**src/rtl/vga_pkg.sv**
```systemverilog
// Shared types and helpers for the VGA test-path bit-reversal arbiter.
// State encoding, bus width and the reversal function.
package vga_pkg;

  localparam int VGA_BUS_W = 11;

  typedef enum logic [1:0] {
    ST_RR    = 2'd0,
    ST_HOLD0 = 2'd1,
    ST_HOLD1 = 2'd2
  } state_t;

  function automatic logic [VGA_BUS_W-1:0] bitrev(
    input logic [VGA_BUS_W-1:0] d
  );
    for (int n = 0; n < VGA_BUS_W; n++) begin
      bitrev[n] = d[VGA_BUS_W-1-n];
    end
  endfunction

endpackage

```
**src/rtl/vga_girovettori_arbiter_grant.sv**
```systemverilog
// Two-way combinational grant: round-robin, or pinned
// to one requester while a burst lock is held.
module rr_grant2
  import vga_pkg::*;
(
  input  logic [1:0] i_valid,
  input  state_t     i_state,
  input  logic       i_last,
  output logic       o_vld,
  output logic       o_id
);

  always_comb begin
    o_vld = 1'b0;
    o_id  = 1'b0;
    unique case (1'b1)
      (i_state == ST_HOLD0): begin
        o_vld = i_valid[0];
        o_id  = 1'b0;
      end
      (i_state == ST_HOLD1): begin
        o_vld = i_valid[1];
        o_id  = 1'b1;
      end
      default: begin
        o_vld = |i_valid;
        o_id  = (&i_valid) ? ~i_last : i_valid[1];
      end
    endcase
  end

endmodule

```
**src/rtl/vga_girovettori_arbiter.sv**
```systemverilog
// Shares one registered bit-reversal stage between two requesters,
// round-robin with optional burst lock; result tagged with winner id.
module vga_girovettori_arbiter
  import vga_pkg::*;
#(
  parameter int W     = VGA_BUS_W,
  parameter int CNT_W = 16
) (
  input  logic             clk20ns,
  input  logic             rst_n,
  input  logic             req0_valid,
  input  logic [W-1:0]     req0_data,
  input  logic             req0_lock,
  output logic             req0_ready,
  input  logic             req1_valid,
  input  logic [W-1:0]     req1_data,
  input  logic             req1_lock,
  output logic             req1_ready,
  input  logic [1:0]       cfg_rev,
  output logic             out_valid,
  output logic [W-1:0]     out_data,
  output logic             out_id,
  input  logic             out_ready,
  output logic [CNT_W-1:0] cnt0,
  output logic [CNT_W-1:0] cnt1
);

  state_t         r_state;
  logic           r_last;
  logic           w_gnt_vld;
  logic           w_gnt_id;
  logic           w_can_accept;
  logic           w_acc0;
  logic           w_acc1;
  logic           w_acc;
  logic           w_acc_id;
  logic           w_lock;
  logic [W-1:0]   w_data;
  logic [W-1:0]   w_res;

  rr_grant2 u_grant (
    .i_valid ({req1_valid, req0_valid}),
    .i_state (r_state),
    .i_last  (r_last),
    .o_vld   (w_gnt_vld),
    .o_id    (w_gnt_id)
  );

  // Single output register, no skid: accept only when it drains.
  assign w_can_accept = !out_valid | out_ready;

  assign req0_ready = w_gnt_vld & !w_gnt_id
                    & req0_valid & w_can_accept;
  assign req1_ready = w_gnt_vld & w_gnt_id
                    & req1_valid & w_can_accept;

  assign w_acc0   = req0_valid & req0_ready;
  assign w_acc1   = req1_valid & req1_ready;
  assign w_acc    = w_acc0 | w_acc1;
  assign w_acc_id = w_acc1;
  assign w_data   = w_acc_id ? req1_data : req0_data;
  assign w_lock   = w_acc_id ? req1_lock : req0_lock;
  assign w_res    = cfg_rev[w_acc_id] ? bitrev(w_data) : w_data;

  always_ff @(posedge clk20ns or negedge rst_n) begin
    if (!rst_n) begin
      out_valid <= 1'b0;
      out_data  <= '0;
      out_id    <= 1'b0;
      cnt0      <= '0;
      cnt1      <= '0;
      r_state   <= ST_RR;
      r_last    <= 1'b1;
    end else if (w_acc) begin
      out_valid <= 1'b1;
      out_data  <= w_res;
      out_id    <= w_acc_id;
      r_last    <= w_acc_id;
      if (w_acc0) cnt0 <= cnt0 + CNT_W'(1);
      if (w_acc1) cnt1 <= cnt1 + CNT_W'(1);
      if (w_lock) begin
        r_state <= w_acc_id ? ST_HOLD1 : ST_HOLD0;
      end else begin
        r_state <= ST_RR;
      end
    end else if (out_ready) begin
      out_valid <= 1'b0;
    end
  end

endmodule

```
**config.mk**
```make
export PLATFORM = sky130hd
export DESIGN_NAME = vga_girovettori_arbiter
export DESIGN_NICKNAME = d
export VERILOG_FILES = /design/src/rtl/vga_pkg.sv /design/src/rtl/vga_girovettori_arbiter_grant.sv /design/src/rtl/vga_girovettori_arbiter.sv
export SDC_FILE = /design/constraint.sdc
export NUM_CORES = 1
export LEC_CHECK = 0
export BUFFER_PORTS_ARGS = -buffer_cell sky130_fd_sc_hd__buf_2
export CORE_MARGIN = 4
export CORE_UTILIZATION = 47
export DETAILED_ROUTE_END_ITERATION = 6
export GPL_TIMING_DRIVEN = 0
export PLACE_DENSITY_LB_ADDON = 0.08
export SYNTH_ARGS = -nofsm -noshare
export SYNTH_HDL_FRONTEND = slang
export SYNTH_HIERARCHICAL = 1
export SYNTH_SLANG_ARGS = --single-unit
```
**constraint.sdc**
```tcl
create_clock -name clk20ns -period 7.6 [get_ports clk20ns]
set_clock_uncertainty 0.2 [all_clocks]
set_input_delay 1.14 -clock clk20ns [delete_from_list [all_inputs] [get_ports clk20ns]]
set_output_delay 1.14 -clock clk20ns [all_outputs]
set_load 0.02 [all_outputs]
```
# Word level (Yosys, flattened, before mapping)
# Index checks and enable logic that the tools add are counted.
[op_classes] add_sub_neg=2 n_mul=0 div_mod_pow=0 order_cmp=1 eq_ne=2 shift=0 muxes=12 n_bitwise=11 n_reduce_logical=7
[op_table] op="16-bit by 1-bit adder with 16-bit output (second input constant)" count=2
[op_table] op="11-bit 2-to-1 mux" count=2
[op_table] op="1-bit bitwise AND" count=8
[op_table] op="1-bit 2-to-1 mux" count=6
[op_table] op="2-bit AND reduction" count=3
[op_table] op="2-bit 2-to-1 mux" count=2
[op_table] op="1-bit one-hot mux with 2 select lines" count=2
[op_table] op="2-bit by 1-bit == test with 1-bit output (second input constant)" count=1
[op_table] op="2-bit == test (second input constant)" count=1
[op_table] op="1-bit zero test" count=2
[op_table] op="1-bit by 2-bit < comparator with 1-bit output (second input constant)" count=1
[op_table] op="1-bit OR" count=2
[op_table] op="2-bit nonzero test" count=1
[op_table] op="2-bit OR reduction" count=1
[op_table] op="1-bit NOT" count=1
[word_totals] register_bits=48 latch_bits=0 ramBits=0 rom_bits=0 input_bits=31 output_inout_bits=47 wordCells=42 memories=0

# Depth between registers and ports, before layout
[depth] ltp_word=10 depth_mapped=11 depth_no_buf=9

# Modules after synthesis
# Netlist, hierarchy kept.
[modules_own_cells] module="vga_girovettori_arbiter" n_inst=1 cells_each=211 area_each_um2=2386.0 seq_area_each_um2=1202.4
[modules_own_cells] module="rr_grant2" n_inst=1 cells_each=9 area_each_um2=68.8 seq_area_each_um2=0.0

# Worst setup path before layout
# Ideal clock, no wire load.
[synth_timing] path_type="in2out" start="in req1_valid" end="out req0_ready" arrival_time_ps=2153 required_time_ps=6260 setup_slack_ps=4107 path_stages=4 n_path_buf=0 cell_sequence="a21boi_1 -> mux2_4 -> nand4b_1 -> inv_1"
[synth_via] elab_chain_len=7 word_cells_on_any_way=9 classes_between="mux (3); bitwise (3); reduce/logical (3)"
[synth_rtl] item="start: declaration" line_no="vga_girovettori_arbiter.sv:15" rtl="input logic req1_valid,"
[synth_rtl] item="2-bit AND reduction" line_no="vga_girovettori_arbiter_grant.sv:27" rtl="o_id = (&i_valid) ? ~i_last : i_valid[1];"
[synth_rtl] item="1-bit 2-to-1 mux *" line_no="vga_girovettori_arbiter_grant.sv:27"
[synth_rtl] item="1-bit one-hot mux with 2 select lines *" line_no="vga_girovettori_arbiter_grant.sv:16" rtl="unique case (1'b1)"
[synth_rtl] item="named net w_gnt_id" line_no="vga_girovettori_arbiter.sv:31" rtl="logic w_gnt_id;"
[synth_rtl] item="1-bit zero test *" line_no="vga_girovettori_arbiter.sv:52" rtl="assign req0_ready = w_gnt_vld & !w_gnt_id"
[synth_rtl] item="1-bit bitwise AND *" line_no="vga_girovettori_arbiter.sv:52"
[synth_rtl] item="1-bit bitwise AND * (2 in series)" line_no="vga_girovettori_arbiter.sv:53" rtl="& req0_valid & w_can_accept;"
[synth_rtl] item="end: declaration" line_no="vga_girovettori_arbiter.sv:14" rtl="output logic req0_ready,"
# The timed path passes the listed nets; every way through them passes the cells marked *.

# Worst setup path in the final report
# Ends and elaborated chain as after synthesis.

==> results.md <==
- Status: complete, no violations
- Row count: 26
- Cells after DPL: roughly 370
- Initial core utilization: 0.484
- Post-route insts no fill: roughly 370
- Mux cell area share after synthesis: 0.174
- Met3 Use GR: 0.0460
- Compound-cell area share of the yosys netlist: 0.0138
- Post-CTS Setup Inserts: 0
- DRC: 0
- Final Critical Period: between 3 and 4 ns
- Via-per-instance ratio: a little under 5
- GRT overflow: 0
- CTS buffer count: 5
- Hold depth: 1
- Die height: about 80 um
- Port bufs: 75
- Antenna violations before repair: 0
- Layout area overhead: 23.8%
- Placer congestion estimate: 0.748
- Hold EP: cnt0[15]
- Syn_area_per_cell: around 11 um2
- Crit path required time: approximately 6.3 ns
- Number of DRC markers in iteration 0: 45
- Synthesized Nets: approximately 260
- Fillers: 476
- CTS clk-pin slew, worst paths: about 0.090 ns
- Count of final setup violators: 0
- All-Layer GR Usage: 0.165
- Most Crowded Layer GR: met2
- Crit path launch type: input pin
- Critical path's most frequent cell: buf_2
- GR Util met2: 0.256
- Crit Path Category: in -> out
- Worst r2r dst: out_data[6]
- Worst VDD drop: ~0.0002 V
- Post-synthesis xor/xnor area fraction: 0.107
- I/O pin count: between 70 and 80
- Worst path cell trace: buf_2, a21boi_1, mux2_4, nand4b_1, inv_1, buf_2
- Largest net degree at the start of global routing: 49
- FF+latch area: approximately 1200 um2
- Vias in the first global route: 1826
- Reg-to-reg critical path startpoint: r_state[0]
- Buf/Inv on CP: 3
- Cell count after synthesis: 220
- Sequential share of the synthesized area: 0.490
- Post-Synth Adder-Cell Area: 0.0204
- Worst path arrival time: roughly 2.6 ns
- Antenna diode count: 0
- Yosys cell types: 35
- Hold_sp: cnt0[15]
- R2R cell count: 7
- Fraction of the mapped netlist area in simple logic gates: 0.163
- Synth Register Bits: 48
- Slowest cell on the critical path: nand4b_1
- Final ANT Viol Nets: 0
- Share of layout cells above drive strength 1: 0.333
- CTS Sinks: 48
- Post-CTS resize count: 0
- Fin crit share: 0.517
- Final WL: a little under 5000 um
- CTS max path bufs: 2
- Mapped cell area: between 2000 and 2500 um2
- Post-place instance area: 2920 um2
- Leakage: approximately 1.6 nW
- Met1 usage: 0.234
- Final setup TNS: 0 ns
- Worst Hold Class: reg -> reg
- Crit path max fanout: 9
- R2R Setup Slk: between 4 and 5 ns
- DRT Pass-1 Iters: 4
- Main combinational cell family by area after synthesis: multiplexers
- Endpoints failing hold: 0
- WL per Instance: around 13 um
- Fmax: 0.254 GHz
- CP delay by family, top: buffers and inverters
- Crit path from: req1_valid
- CTS Hold Bufs: 0
- H-tree depth: 2
- Pwr Density: around 300 nW/um2
- Crit end category: output pin
- Area of the multi-input gates: ~1200 um2
- # nets final: between 300 and 400
- Max-slew headroom: 0.296
- Yosys synthesis warning count: 6
- Die area: 6440 um2
- Die X: about 80 um
- RSZ-0062 raised after global routing: false
- Via count: 1847
- CTS tree: yes
- Final std cell area, no fill: roughly 3000 um2
- First-pass GRT wire length: about 8500 um
- Max-Cap Viols: 0
- Measured slew at the worst slew-check pin: roughly 1.1 ns
- Max-slew violations: 0
- Core Region: 5070 um2
- Worst-skew pair later-pin latency: 0.30 ns
- Hpwl dp: about 3700 um
- CP peak stage delay: roughly 0.43 ns
- CTS Root Buffer Type: clkbuf_8
final cells by class:
cell class,count,area share
flip-flops and latches,48,0.396
multi-input cells,160,0.387
repair buffers,75,0.124
well taps,70,0.0288
clock buffers,6,0.0272
plain buffers,6,0.0165
clock inverters,2,0.0128
inverters,6,0.00906
kinds of logic after synthesis:
family | after synthesis
and+or+nand+nor | 79
DFF | 48
muxes | 41
xor gates and xnor gates | 30
buffers and inverters | 12
AOI/OAI and AO/OA | 6
adders and majority gates | 4
Yosys cell counts (all sizes together):
cell	number	share of area
nand4b	1	0.0036
and3	6	0.015
dfrtp	47	0.48
mux2i	30	0.12
and4	4	0.014
ha	4	0.020
clkbuf	2	0.0031
a21boi	1	0.0031
inv	5	0.0076
nor2b	1	0.0026
a31oi	1	0.0026
or3	1	0.0026
xor2	7	0.025
xnor2	23	0.082
o21ai	3	0.0061
dfstp	1	0.011
nand2b	1	0.0026
mux2	11	0.052
nand2	30	0.046
nor2	5	0.0076
clkinv	1	0.0036
nand3	15	0.031
buf	4	0.017
nor4	1	0.0026
and3b	1	0.0036
nor3	6	0.014
and2	1	0.0026
a21oi	1	0.0020
nand4	6	0.015
stage by stage:
step | utilization | hold WS (ns) | setup slack, ns | power, mW
finish | 0.599 | 0.266 | 3.67 | 0.916
detailed placement | 0.575 | 0.258 | 3.65 | 0.734
CTS | 0.599 | 0.274 | 3.65 | 0.929
global route | 0.599 | 0.278 | 3.51 | 0.978
floorplan | - | 0.239 | 4.11 | 0.619
global placement | 0.575 | 0.249 | 3.63 | 0.728
per-layer routing:
layer | up-vias | part of all wire
li1 | 926 | -
met1 | 867 | 0.49
met2 | 52 | 0.45
met3 | 2 | 0.064
met4 | 0 | 0.0035
met5 | - | 0
power breakdown:
group / internal [mW] / total [mW] / switching [mW] / leakage [nW]
clock: 0.108 / 0.193 / 0.0855 / 0.0614
sequential: 0.321 / 0.366 / 0.0447 / 0.626
combinational: 0.153 / 0.357 / 0.204 / 0.879
total: 0.582 / 0.916 / 0.335 / 1.57
cell usage in the layout (no fill, tap or decap), drive strengths merged:
cell    count
buf        79
dfrtp      47
nand2      30
mux2i      30
xnor2      23
nand3      15
mux2       11
clkbuf      8
xor2        7
nand4       6
and3        6
nor3        6
nor2        5
inv         5
and4        4
ha          4
o21ai       3
clkinv      2
nor2b       1
or3         1
nand2b      1
nand4b      1
nor4        1
a21oi       1
a31oi       1
and3b       1
and2        1
bufinv      1
dfstp       1
a21boi      1
registers in the layout, summed over array words and instances, names as in the netlist:
name,flops
cnt1,16
out_valid,1
r_state,2
cnt0,16
out_id,1
r_last,1
out_data,11
how the worst max path moves through the flow:
stage / endpoint / depth (start not counted)
after global routing: req0_ready / 6
final: req0_ready / 6
after global placement: req0_ready / 6
after detailed placement: req0_ready / 6
after CTS: req0_ready / 6
after floorplan: req0_ready / 4
(Power assumes the default switching activity.)
